<file path="config.mk">
export PLATFORM = sky130hd
export DESIGN_NAME = truth_table_sweeper
export DESIGN_NICKNAME = d
export VERILOG_FILES = /design/src/rtl/truth_table_sweeper.sv
export SDC_FILE = /design/constraint.sdc
export NUM_CORES = 1
export LEC_CHECK = 0
export ABC_CLOCK_PERIOD_IN_PS = 2230
export CORE_MARGIN = 4
export CORE_UTILIZATION = 45
export CTS_CLUSTER_SIZE = 28
export DETAILED_ROUTE_END_ITERATION = 10
export GPL_TIMING_DRIVEN = 0
export MAX_ROUTING_LAYER = met4
export PLACE_DENSITY = 0.85
export SLEW_MARGIN = 5
export SYNTH_ARGS = -nofsm -noshare
export SYNTH_HDL_FRONTEND = slang
export SYNTH_SLANG_ARGS = --single-unit
</file>
<file path="constraint.sdc">
create_clock -name clk -period 2.23 [get_ports clk]
set_input_delay 0.446 -clock clk [delete_from_list [all_inputs] [get_ports clk]]
set_output_delay 0.446 -clock clk [all_outputs]
set_load 0.01 [all_outputs]
</file>
<file path="src/rtl/truth_table_sweeper.sv">
// Sweeps every input combination of an N-input function held as a minterm mask,
// streaming one row per handshake and counting minterms. Optional: TRUTH_TABLE_EQUIV_CHECK_EN.
module truth_table_sweeper #(
   parameter int N = 3,
   localparam int ROWS = 2**N
) (
   input  logic            clk,
   input  logic            reset,
   input  logic            start,
   input  logic [ROWS-1:0] func,
`ifdef TRUTH_TABLE_EQUIV_CHECK_EN
   input  logic [ROWS-1:0] func_b,
   output logic [N:0]      mismatch_count,
   output logic            equiv,
`endif
   output logic            busy,
   output logic            row_valid,
   input  logic            row_ready,
   output logic [N-1:0]    row_in,
   output logic            row_out,
   output logic [N:0]      minterm_count,
   output logic            done,
   output logic [1:0]      dbg_state
);

   typedef enum logic [1:0] {
      S_IDLE  = 2'd0,
      S_SWEEP = 2'd1,
      S_DONE  = 2'd2
   } state_t;

   state_t          state_q, state_d;
   logic [ROWS-1:0] func_q;
   logic [N-1:0]    cnt_q;
   logic            accept;
   logic            last_row;

   // Handshake: a row transfers on any cycle with row_valid & row_ready; while
   // row_ready is low the row stays presented unchanged and row_valid stays high.
   assign accept    = (state_q == S_SWEEP) && row_ready;
   assign last_row  = (cnt_q == N'(ROWS - 1));
   assign row_in    = cnt_q;
   assign row_out   = row_valid & func_q[cnt_q];
   assign dbg_state = state_q;

   always_comb begin
      state_d = state_q;
      case (state_q)
         S_IDLE:  if (start) state_d = S_SWEEP;
         S_SWEEP: if (accept && last_row) state_d = S_DONE;
         S_DONE:  state_d = S_IDLE;
         default: state_d = S_IDLE;
      endcase
   end

`ifdef TRUTH_TABLE_EQUIV_CHECK_EN
   logic [ROWS-1:0] func_b_q;
   logic            row_differs;

   assign row_differs = func_q[cnt_q] ^ func_b_q[cnt_q];

   // equiv is resolved on the terminal accept so it already covers the last row in DONE
   always_ff @(posedge clk) begin
      if (reset) begin
         func_b_q       <= '0;
         mismatch_count <= '0;
         equiv          <= 1'b0;
      end else if (state_q == S_IDLE && start) begin
         func_b_q       <= func_b;
         mismatch_count <= '0;
         equiv          <= 1'b0;
      end else if (accept) begin
         mismatch_count <= mismatch_count + (N+1)'(row_differs);
         if (last_row)
            equiv <= (mismatch_count == '0) && !row_differs;
      end
   end
`endif

   always_ff @(posedge clk) begin
      if (reset) begin
         state_q       <= S_IDLE;
         func_q        <= '0;
         cnt_q         <= '0;
         minterm_count <= '0;
         busy          <= 1'b0;
         row_valid     <= 1'b0;
         done          <= 1'b0;
      end else begin
         state_q   <= state_d;
         busy      <= (state_d == S_SWEEP);
         row_valid <= (state_d == S_SWEEP);
         done      <= (state_d == S_DONE);
         case (state_q)
            S_IDLE: begin
               if (start) begin
                  func_q        <= func;
                  cnt_q         <= '0;
                  minterm_count <= '0;
               end
            end
            S_SWEEP: begin
               if (accept) begin
                  minterm_count <= minterm_count + (N+1)'(row_out);
                  if (!last_row) cnt_q <= cnt_q + 1'b1;
               end
            end
            default: ;
         endcase
      end
   end

endmodule

</file>
==> impl_metrics.env <==
export IMPL_drive_gt1_share_pct=15.7
export IMPL_crit_buf_inv=1
export IMPL_path_clk_slew_ns=0.11
export IMPL_place_congestion=0.759
export IMPL_vdd_drop_max_v=0.000428
export IMPL_synth_top_family_by_area="simple AND/OR/NAND/NOR gates"
export IMPL_dieArea_mm2=0.00269
export IMPL_final_cell_area_mm2=0.00119
export IMPL_tns_ns=0
export IMPL_busiest_layer="met2"
export IMPL_max_freq_mhz=456
export IMPL_final_core_util_pct=67.4
export IMPL_drc=0
export IMPL_cts_tree="yes"
export IMPL_slew_headroom_pct=70.4
export IMPL_ys_types=28
export IMPL_min_period_ns=2.19
export IMPL_status="complete, no violations"
export IMPL_initialDrtViolationCount=7
export IMPL_rsz0062_at_grt="yes"
export IMPL_met1_usage_pct=16.9
export IMPL_cp_start_kind="register"
export IMPL_area_growth_pct=37.6
export IMPL_die_y_um=51.8
export IMPL_via_per_inst=5.21
export IMPL_grtUsageMet2_pct=28.2
export IMPL_r2r_setup_slack_ns=0.04
export IMPL_grt_start_max_net_pins=12
export IMPL_hold_viol_final=0
export IMPL_cpPeakStageDelay_ns=0.51
export IMPL_syn_avg_cell_area_um2=10.1
export IMPL_die_x_um=51.8
export IMPL_power_switching_w=0.000151
export IMPL_ant_nets=0
export IMPL_worst_endpoint_arrival_ns=2.41
export IMPL_drv_cap=0
export IMPL_seqPwrFrac_pct=57.7
export IMPL_clk_insertion_delay_late_ns=0.29
export IMPL_dpl_instance_area_mm2=0.00114
export IMPL_yosysWarnings=0
export IMPL_routedWlPerCell_um=13.6
export IMPL_stdcell_count=140
export IMPL_grtUsageMet3_pct=2.87
export IMPL_pwr_share_comb_pct=15.4
export IMPL_overflow=0
export IMPL_cts_buffer_depth=2
export IMPL_slowest_stage="or4_4"
export IMPL_synth_area_mux_share_pct=15.9
export IMPL_synth_simple_gate_area_share_pct=16.5
export IMPL_cts_root_buf="clkbuf_4"
export IMPL_nFillCells=164
export IMPL_grt_first_pass_wirelength_mm=3.12
export IMPL_core_area_mm2=0.00176
export IMPL_synth_cells=86
export IMPL_numCtsBuffers=3
export IMPL_critPathRequiredTime_ns=2.45
export IMPL_tightest_slew_ns=0.439
export IMPL_hp_class="reg -> reg"
export IMPL_nNetsFinal=132
export IMPL_synth_xor_area_share_pct=0
export IMPL_routed_wirelength_mm=1.90
export IMPL_clkSinkCount=19
export IMPL_crit_path_end_kind="register"
export IMPL_total_power_w=0.000623
export IMPL_path_class="reg -> reg"
export IMPL_path_cells="mux2_2 > o31ai_1 > a311oi_2 > ha_2 > ha_1 > inv_1 > or4_4 > a211oi_2"
export IMPL_p_clk_share_pct=26.9
export IMPL_diodes=0
export IMPL_crit_fanout=6
export IMPL_seq_area_frac_synth_pct=44.0
export IMPL_p_int_w=0.000472
export IMPL_rows=15
export IMPL_clock_skew_final_ns=0.00228
export IMPL_post_dp_hpwl_mm=1.41
export IMPL_start_util_pct=49.0
export IMPL_sw_frac_of_total_pct=24.3
export IMPL_syn_nets=102
export IMPL_port_buffers=23
export IMPL_setup_viol=0
export IMPL_dp_cells=134
export IMPL_cpLargestDelayFamily="compound AO/OA/AOI/OAI gates"
export IMPL_powerDensity_mw_per_mm2=524
export IMPL_synth_compound_area_share_pct=11.6
export IMPL_vias=729
export IMPL_cts_htree_levels=1
export IMPL_ys_seq_elements=19
export IMPL_yosys_area_share_adder_pct=5.79
export IMPL_drv_slew=0
export IMPL_firstDrtPassIters=4
export IMPL_antenna_found_initial=0
export IMPL_multi_input_area_um2=448
export IMPL_grt_pass1_vias=768
export IMPL_leakage_nw=0.447
export IMPL_finalCritPeriodShare_pct=98.4
export IMPL_syn_area_um2=865
export IMPL_regArea_um2=385
export IMPL_io_pins=25
export IMPL_grt_use_total_pct=15.8
cell type report:
type                            instances  share of cell area [%]
Buffer                                  6                    2.94
Timing Repair Buffer                   25                    20.5
Inverter                                5                    1.58
Multi-Input combinational cell         56                    37.6
Clock buffer                            3                    1.89
Tap cell                               25                    2.63
Sequential cell                        19                    32.4
Clock inverter                          1                   0.421
timing repair:
action                     in CTS  in global routing
hold buffers                    0                  0
pin swaps                       2                  0
setup endpoints to repair       2                  3
resized for setup               2                  2
setup buffers                   2                  0
stage by stage:
step | hold slack (ns) | setup slack, ns
CTS | 0.507 | 0.00695
detailed placement | 0.491 | -0.0624
global placement | 0.469 | 0.0251
floorplan | 0.454 | -0.00340
global route | 0.527 | -0.0766
finish | 0.503 | 0.0352
cell families (layout without fill, tap and decap cells):
kind of cell | after synthesis | after routing
muxes | 12 | 12
AOI/OAI and AO/OA | 15 | 15
buffers and inverters | 11 | 40
DFF | 19 | 19
and+or+nand+nor | 25 | 25
adders and majority gates | 4 | 4
worst paths after layout:
| path | depth (start not counted) | start | to |
|---|---|---|---|
| worst max-delay path | 8 | row_in[1] | minterm_count[2] |
| worst min-delay path | 2 | minterm_count[3] | minterm_count[3] |
| worst max register to register | 8 | row_in[1] | minterm_count[2] |
| worst min register to register | 2 | minterm_count[3] | minterm_count[3] |
Yosys cell counts, drive strengths merged:
| cell | instances | area share, % |
|---|---|---|
| nand4b | 2 | 2.0 |
| nor4bb | 1 | 1.2 |
| nand2b | 3 | 2.2 |
| nor3 | 2 | 1.2 |
| a211oi | 2 | 1.7 |
| a311oi | 1 | 1.0 |
| ha | 4 | 5.8 |
| o31ai | 3 | 2.6 |
| mux2i | 10 | 12 |
| o22ai | 1 | 0.72 |
| dfxtp | 19 | 44 |
| clkbuf | 3 | 1.3 |
| nand3 | 2 | 1.2 |
| mux2 | 1 | 1.3 |
| nand3b | 1 | 0.87 |
| nor2 | 9 | 3.9 |
| inv | 5 | 2.2 |
| or4 | 2 | 1.7 |
| nor3b | 1 | 0.87 |
| o21ai | 3 | 1.7 |
| buf | 3 | 2.7 |
| o32ai | 2 | 2.0 |
| mux4 | 1 | 2.6 |
| a21oi | 3 | 1.7 |
| and2 | 2 | 1.4 |
power by group through the flow:
stage                     registers, W  clock network [W]  logic (W)
after floorplan               0.000368                  0  0.0000499
after global placement        0.000368                  0  0.0000905
after detailed placement      0.000369                  0  0.0000926
after CTS                     0.000360           0.000176  0.0000957
after global routing          0.000361           0.000193   0.000105
final                         0.000359           0.000168  0.0000959
placed cells by master (no fill, tap or decap), drive strengths merged, types with 3 or more instances in the layout:
master	Yosys	layout
mux2i	10	10
o31ai	3	3
a21oi	3	3
inv	5	5
buf	3	5
nand2b	3	3
ha	4	4
o21ai	3	3
clkbuf	3	6
clkdlybuf4s50	0	22
nor2	9	9
dfxtp	19	19
worst reg2reg max path, cell delays in order (launching register included):
cell and delay, ns:
dfxtp_2 0.38, mux2_2 0.24, o31ai_1 0.07, a311oi_2 0.31, ha_2 0.26, ha_1 0.14, inv_1 0.05, or4_4 0.51
a211oi_2 0.18
registers in the layout, summed over array words and instances (netlist names):
name	count
dbg_state	2
minterm_count	4
row_in	3
row_valid	1
done	1
func_q	8
layer usage:
layer  up-vias  part of all wire (%)  routed length, µm
met2        18                    50                943
met4         0                   1.8                 34
li1        370                     -                  -
met3         4                   4.3                 81
met5         -                     0                  0
met1       337                    44                843
(Power assumes the default switching activity.)
==> edit 1, RTL diff (same settings) <==
Register the output `minterm_count` once more; this adds one clock of latency there. The other outputs are not delayed to match.
--- a/src/rtl/truth_table_sweeper.sv
+++ b/src/rtl/truth_table_sweeper.sv
@@ -28,6 +28,8 @@
       S_SWEEP = 2'd1,
       S_DONE  = 2'd2
    } state_t;
+
+   logic [N:0] minterm_count_s0;
 
    state_t          state_q, state_d;
    logic [ROWS-1:0] func_q;
@@ -82,7 +84,7 @@
          state_q       <= S_IDLE;
          func_q        <= '0;
          cnt_q         <= '0;
-         minterm_count <= '0;
+         minterm_count_s0 <= '0;
          busy          <= 1'b0;
          row_valid     <= 1'b0;
          done          <= 1'b0;
@@ -96,12 +98,12 @@
                if (start) begin
                   func_q        <= func;
                   cnt_q         <= '0;
-                  minterm_count <= '0;
+                  minterm_count_s0 <= '0;
                end
             end
             S_SWEEP: begin
                if (accept) begin
-                  minterm_count <= minterm_count + (N+1)'(row_out);
+                  minterm_count_s0 <= minterm_count_s0 + (N+1)'(row_out);
                   if (!last_row) cnt_q <= cnt_q + 1'b1;
                end
             end
@@ -110,5 +112,9 @@
       end
    end
 
+   always_ff @(posedge clk) begin
+      minterm_count <= minterm_count_s0;
+   end
+
 endmodule
 
Formal check against the unedited RTL: not equivalent (Yosys sat finds a counterexample within 4 cycles, from zero or initial values and one cycle with reset high).
==> edit 1 against the original RTL <==
Total power rose by 14%. Wire length decreased by 1.2%. Die area is 7.4% higher. Sequential cell count is 4 higher. Setup slack better by 0.024 ns. Global-route usage down 0.85 points. Area after synthesis grew 8.8%. Final area grew 6.2%. Synthesized cell count up 12%. Sequential share of layout area increased by 4.6 points. Fmax up 1.1%. Critical path type is now flip-flop to output pin. Largest power group unchanged.
==> edit 1: results (changes against the original RTL) <==
outcome: "finished clean"
switching_power_mw: 0.169  # +12%
worst-path-max-fanout: 5  # -1
wl_per_cell_um: 12.4  # -9.0%
slowest_stage: "mux4_2"
avgViaCountPerCell: 5.20  # -0.19%
grtUsageMet2: 0.240  # -0.0425
numCtsBuffers: 3  # unchanged
seq_area_frac_synth: 0.489  # +0.0494
p_leak_nw: 0.479  # +7.0%
insertion_delay_ns: 0.31  # +0.02 ns
grtUsageMet1: 0.166  # -0.00323
synth_fp_nets: 112  # +9.8%
drive_gt1_frac: 0.144  # -0.0125
yosysWarnings: 0  # unchanged
final_nets: 142  # +7.6%
drtIter0Drc: 12  # +5
dp.final_hpwl_um: 1450  # +3.2%
clkTransAtPathRegs_ns: 0.12
grt_max_degree: 13  # +1
rrSetupSlack_ns: 0.27  # +0.23 ns
reg2regPathDepth: 7  # -1
irDropWorstVdd_mv: 0.473  # +10%
wl_met3_um: 108  # +33%
finalPower_mw: 0.708  # +14%
met2_length_um: 911  # -3.4%
grt_use_met3: 0.0305  # +0.00182
routabilityCongestion: 0.819  # +7.9%
fillerInstances: 155  # -5.5%
cp_top_family: "multiplexers"
synth_area_leaders: "dfxtp_1 (49%), nand2_1 (7.2%), a21oi_1 (5.9%), ha_1 (5.3%), mux4_2 (2.4%)"
p_clk_mw: 0.187  # +11%
r2r-end: "minterm_count_s0[3]$_SDFFE_PP0P_"
fin_worst_skew_ns: 0.00586  # +0.00357 ns
wl_met1_um: 802  # -4.9%
ys_types: 30  # +7.1%
crit_arrival_ns: 1.72  # -0.69 ns
whs_path_depth: 0  # -2
p_seq_mw: 0.429  # +19%
hp-class: "flip-flop to flip-flop"
min_to: "minterm_count[3]$_DFF_P_"
place_ws_ns: 0.0452  # +0.108 ns
grt_pass1_wl_um: 2930  # -6.0%
grt_pass1_vias: 678  # -12%
synth_common_cells: "dfxtp_1 (23), nand2_1 (18), a21oi_1 (11)"
grt_use_total: 0.149  # -0.00853
min_from: "minterm_count_s0[3]$_SDFFE_PP0P_"
r2r-start: "row_in[1]$_SDFFE_PP0P_"
worst_pin_slew_ns: 0.628  # +0.189 ns
ctsRootBufferMaster: "clkbuf_4"
## edit 1: repair_timing
item / 4_1_cts / 5_1_grt
endpoints found under the setup margin: 1 / 1
gates resized for setup: 4 / 3
setup buffers: 0 / 2
endpoints found under the hold margin: 0 / 0
## edit 1: area by class of cell
class,count,area [µm²],share of cell area
plain buffers,5,27.5,0.0218
clock buffers,4,26.3,0.0208
inverters,1,3.75,0.00297
multi-input cells,67,460,0.364
flip-flops and latches,23,468,0.370
well taps,27,33.8,0.0267
repair buffers,25,244,0.193
## edit 1: kinds of logic after synthesis
logic type	after synthesis	synth area share
AOI/OAI and AO/OA	21	0.140
xor gates and xnor gates	1	0.00931
adders and majority gates	4	0.0532
buffers and inverters	6	0.0332
DFF	23	0.489
muxes	3	0.0465
and+or+nand+nor	38	0.229
## edit 1: metrics by stage
stage / setup TNS (ns) / hold slack (ns) / utilization / area, µm² / cells
2_1_floorplan: 0 / 0.339 / - / 941 / 96
3_3_place_gp: 0 / 0.350 / 0.608 / 1200 / 146
4_1_cts: 0 / 0.369 / 0.625 / 1240 / 150
5_1_grt: -0.0153 / 0.379 / 0.638 / 1260 / 152
6_report: 0 / 0.368 / 0.638 / 1260 / 152
3_5_place_dp: 0 / 0.353 / 0.608 / 1200 / 146
## edit 1: worst max path at each step
stage | endpoint | depth (start not counted) | from | slack, ns
floorplan | minterm_count_s0[3]$_SDFFE_PP0P_ | 7 | row_in[2]$_SDFFE_PP0P_ | 0.14
global placement | row_out | 4 | row_in[2]$_SDFFE_PP0P_ | 0.06
detailed placement | row_out | 4 | row_in[2]$_SDFFE_PP0P_ | 0.05
CTS | row_out | 4 | row_in[2]$_SDFFE_PP0P_ | 0.02
global route | row_out | 4 | row_in[1]$_SDFFE_PP0P_ | -0.02
finish | row_out | 4 | row_in[1]$_SDFFE_PP0P_ | 0.06
==> edit 2, RTL diff (same flow settings) <==
Without the edit above. Change the parameter `N` from 3 to 4.
--- a/src/rtl/truth_table_sweeper.sv
+++ b/src/rtl/truth_table_sweeper.sv
@@ -1,7 +1,7 @@
 // Sweeps every input combination of an N-input function held as a minterm mask,
 // streaming one row per handshake and counting minterms. Optional: TRUTH_TABLE_EQUIV_CHECK_EN.
 module truth_table_sweeper #(
-   parameter int N = 3,
+   parameter int N = 4,
    localparam int ROWS = 2**N
 ) (
    input  logic            clk,
Ports: changed (resized func, minterm_count and row_in); port bits go from 25 to 35. No check against the original RTL was run, so the function may have changed too.
==> edit 2 against the original RTL <==
Fmax shrank 1.4%. Area after synthesis grew 48%. Worst hold slack lost 0.046 ns. Register-to-register slack gained 0.04 ns. Wire length grew 60%. Critical path depth shrank 2. Via count grew 66%. Sequential share of layout area grew 0.71 points. Setup slack lost 0.031 ns. Final cell count grew 59%. Final area grew 48%. Total power grew 62%. Sequential cell count grew 10.
==> edit 2: results (changes against the original RTL) <==
outcome: "finished clean"
io_buffers: 33  # +43%
nClkBuffers: 6  # +3
synth_common_cells: "nand2_1 (36), dfxtp_1 (29), a21oi_1 (22)"
min_from: "func_q[14]$_SDFFE_PP0P_"
reg2regPathDepth: 10  # +2
grtUsageMet1: 0.192  # +0.0232
finalWorstSetupSlack_ns: 0.00386  # -0.0314 ns
dp_cells: 212  # +58%
largest_reg_flops: 16  # +8
nonClockBufferCount: 47  # +52%
grt_max_degree: 11  # -1
avgViaCountPerCell: 5.43  # +4.4%
slowest_stage: "mux4_2"
crit_path_end: "row_out"
synthCells: 148  # +72%
crit_start: "row_in[0]$_SDFFE_PP0P_"
relSlewSlack: 0.703  # about the same
rrSetupSlack_ns: 0.08  # +0.04 ns
fillerInstances: 235  # +43%
met2_length_um: 1550  # +65%
irDropWorstVdd_mv: 0.494  # +15%
synth_xor_area_frac: 0.0205  # +0.0205
cts_max_level: 2  # +1
worst-path-max-fanout: 4  # -2
nMultiInputCombCells: 106  # +89%
ys_types: 31  # +11%
stdcell_area_um2: 1760  # +48%
buf_share: 0.237  # +0.00252
multi_input_area_um2: 662  # +48%
dp.final_hpwl_um: 2210  # +58%
grt_pass1_wl_um: 4820  # +54%
crit_arrival_ns: 1.78  # -0.63 ns
p_leak_nw: 0.660  # +47%
min_to: "func_q[14]$_SDFFE_PP0P_"
synth_compound_area_frac: 0.169  # +0.0532
fin_worst_skew_ns: 0.00695  # +0.00467 ns
insertion_delay_ns: 0.33  # +0.04 ns
numCtsBuffers: 5  # +2
std_cell_rows: 19  # +4
grt_use_met3: 0.0461  # +0.0175
seq_area_frac_synth: 0.453  # +0.0132
vias: 1212  # +66%
grt_use_total: 0.180  # +0.0224
wl_met3_um: 196  # +140%
synth_seq_cells: 29  # +10
routabilityCongestion: 0.799  # +5.3%
synth_fp_nets: 171  # +68%
grtUsageMet2: 0.311  # +0.0288
routed_wl_um: 3040  # +60%
==> edit 2: cell types whose count changed in the layout (fill, tap and decap cells not counted), sizes merged, moves of 3 or more <==
cell,before,now
a21oi,3,22
clkbuf,6,11
nor3,2,6
mux2i,10,0
nand2,0,36
buf,5,10
nor2,9,5
inv,5,2
clkdlybuf4s50,22,32
xor2,0,3
dfxtp,19,29
o31ai,3,0
==> edit 2: worst register-to-register path: cells and delay by family, from the launching register on <==
family	cells	cell delay, ns
xor gates and xnor gates	1	0.20
adders and majority gates	2	0.35
AOI/OAI and AO/OA	3	0.31
buffers and inverters	1	0.12
DFF	1	0.34
and+or+nand+nor	2	0.22
muxes	1	0.51
==> edit 2: timing repair <==
item,4_1_cts,5_1_grt
pin swaps,4,4
gates resized for setup,9,8
setup endpoints to repair,4,4
buffers inserted,3,0
==> edit 2: report_power, final <==
group	total [mW]	switching, mW	internal, mW
clock network	0.303	0.183	0.120
logic	0.156	0.0734	0.0831
registers	0.553	0.0133	0.540
total	1.01	0.270	0.742
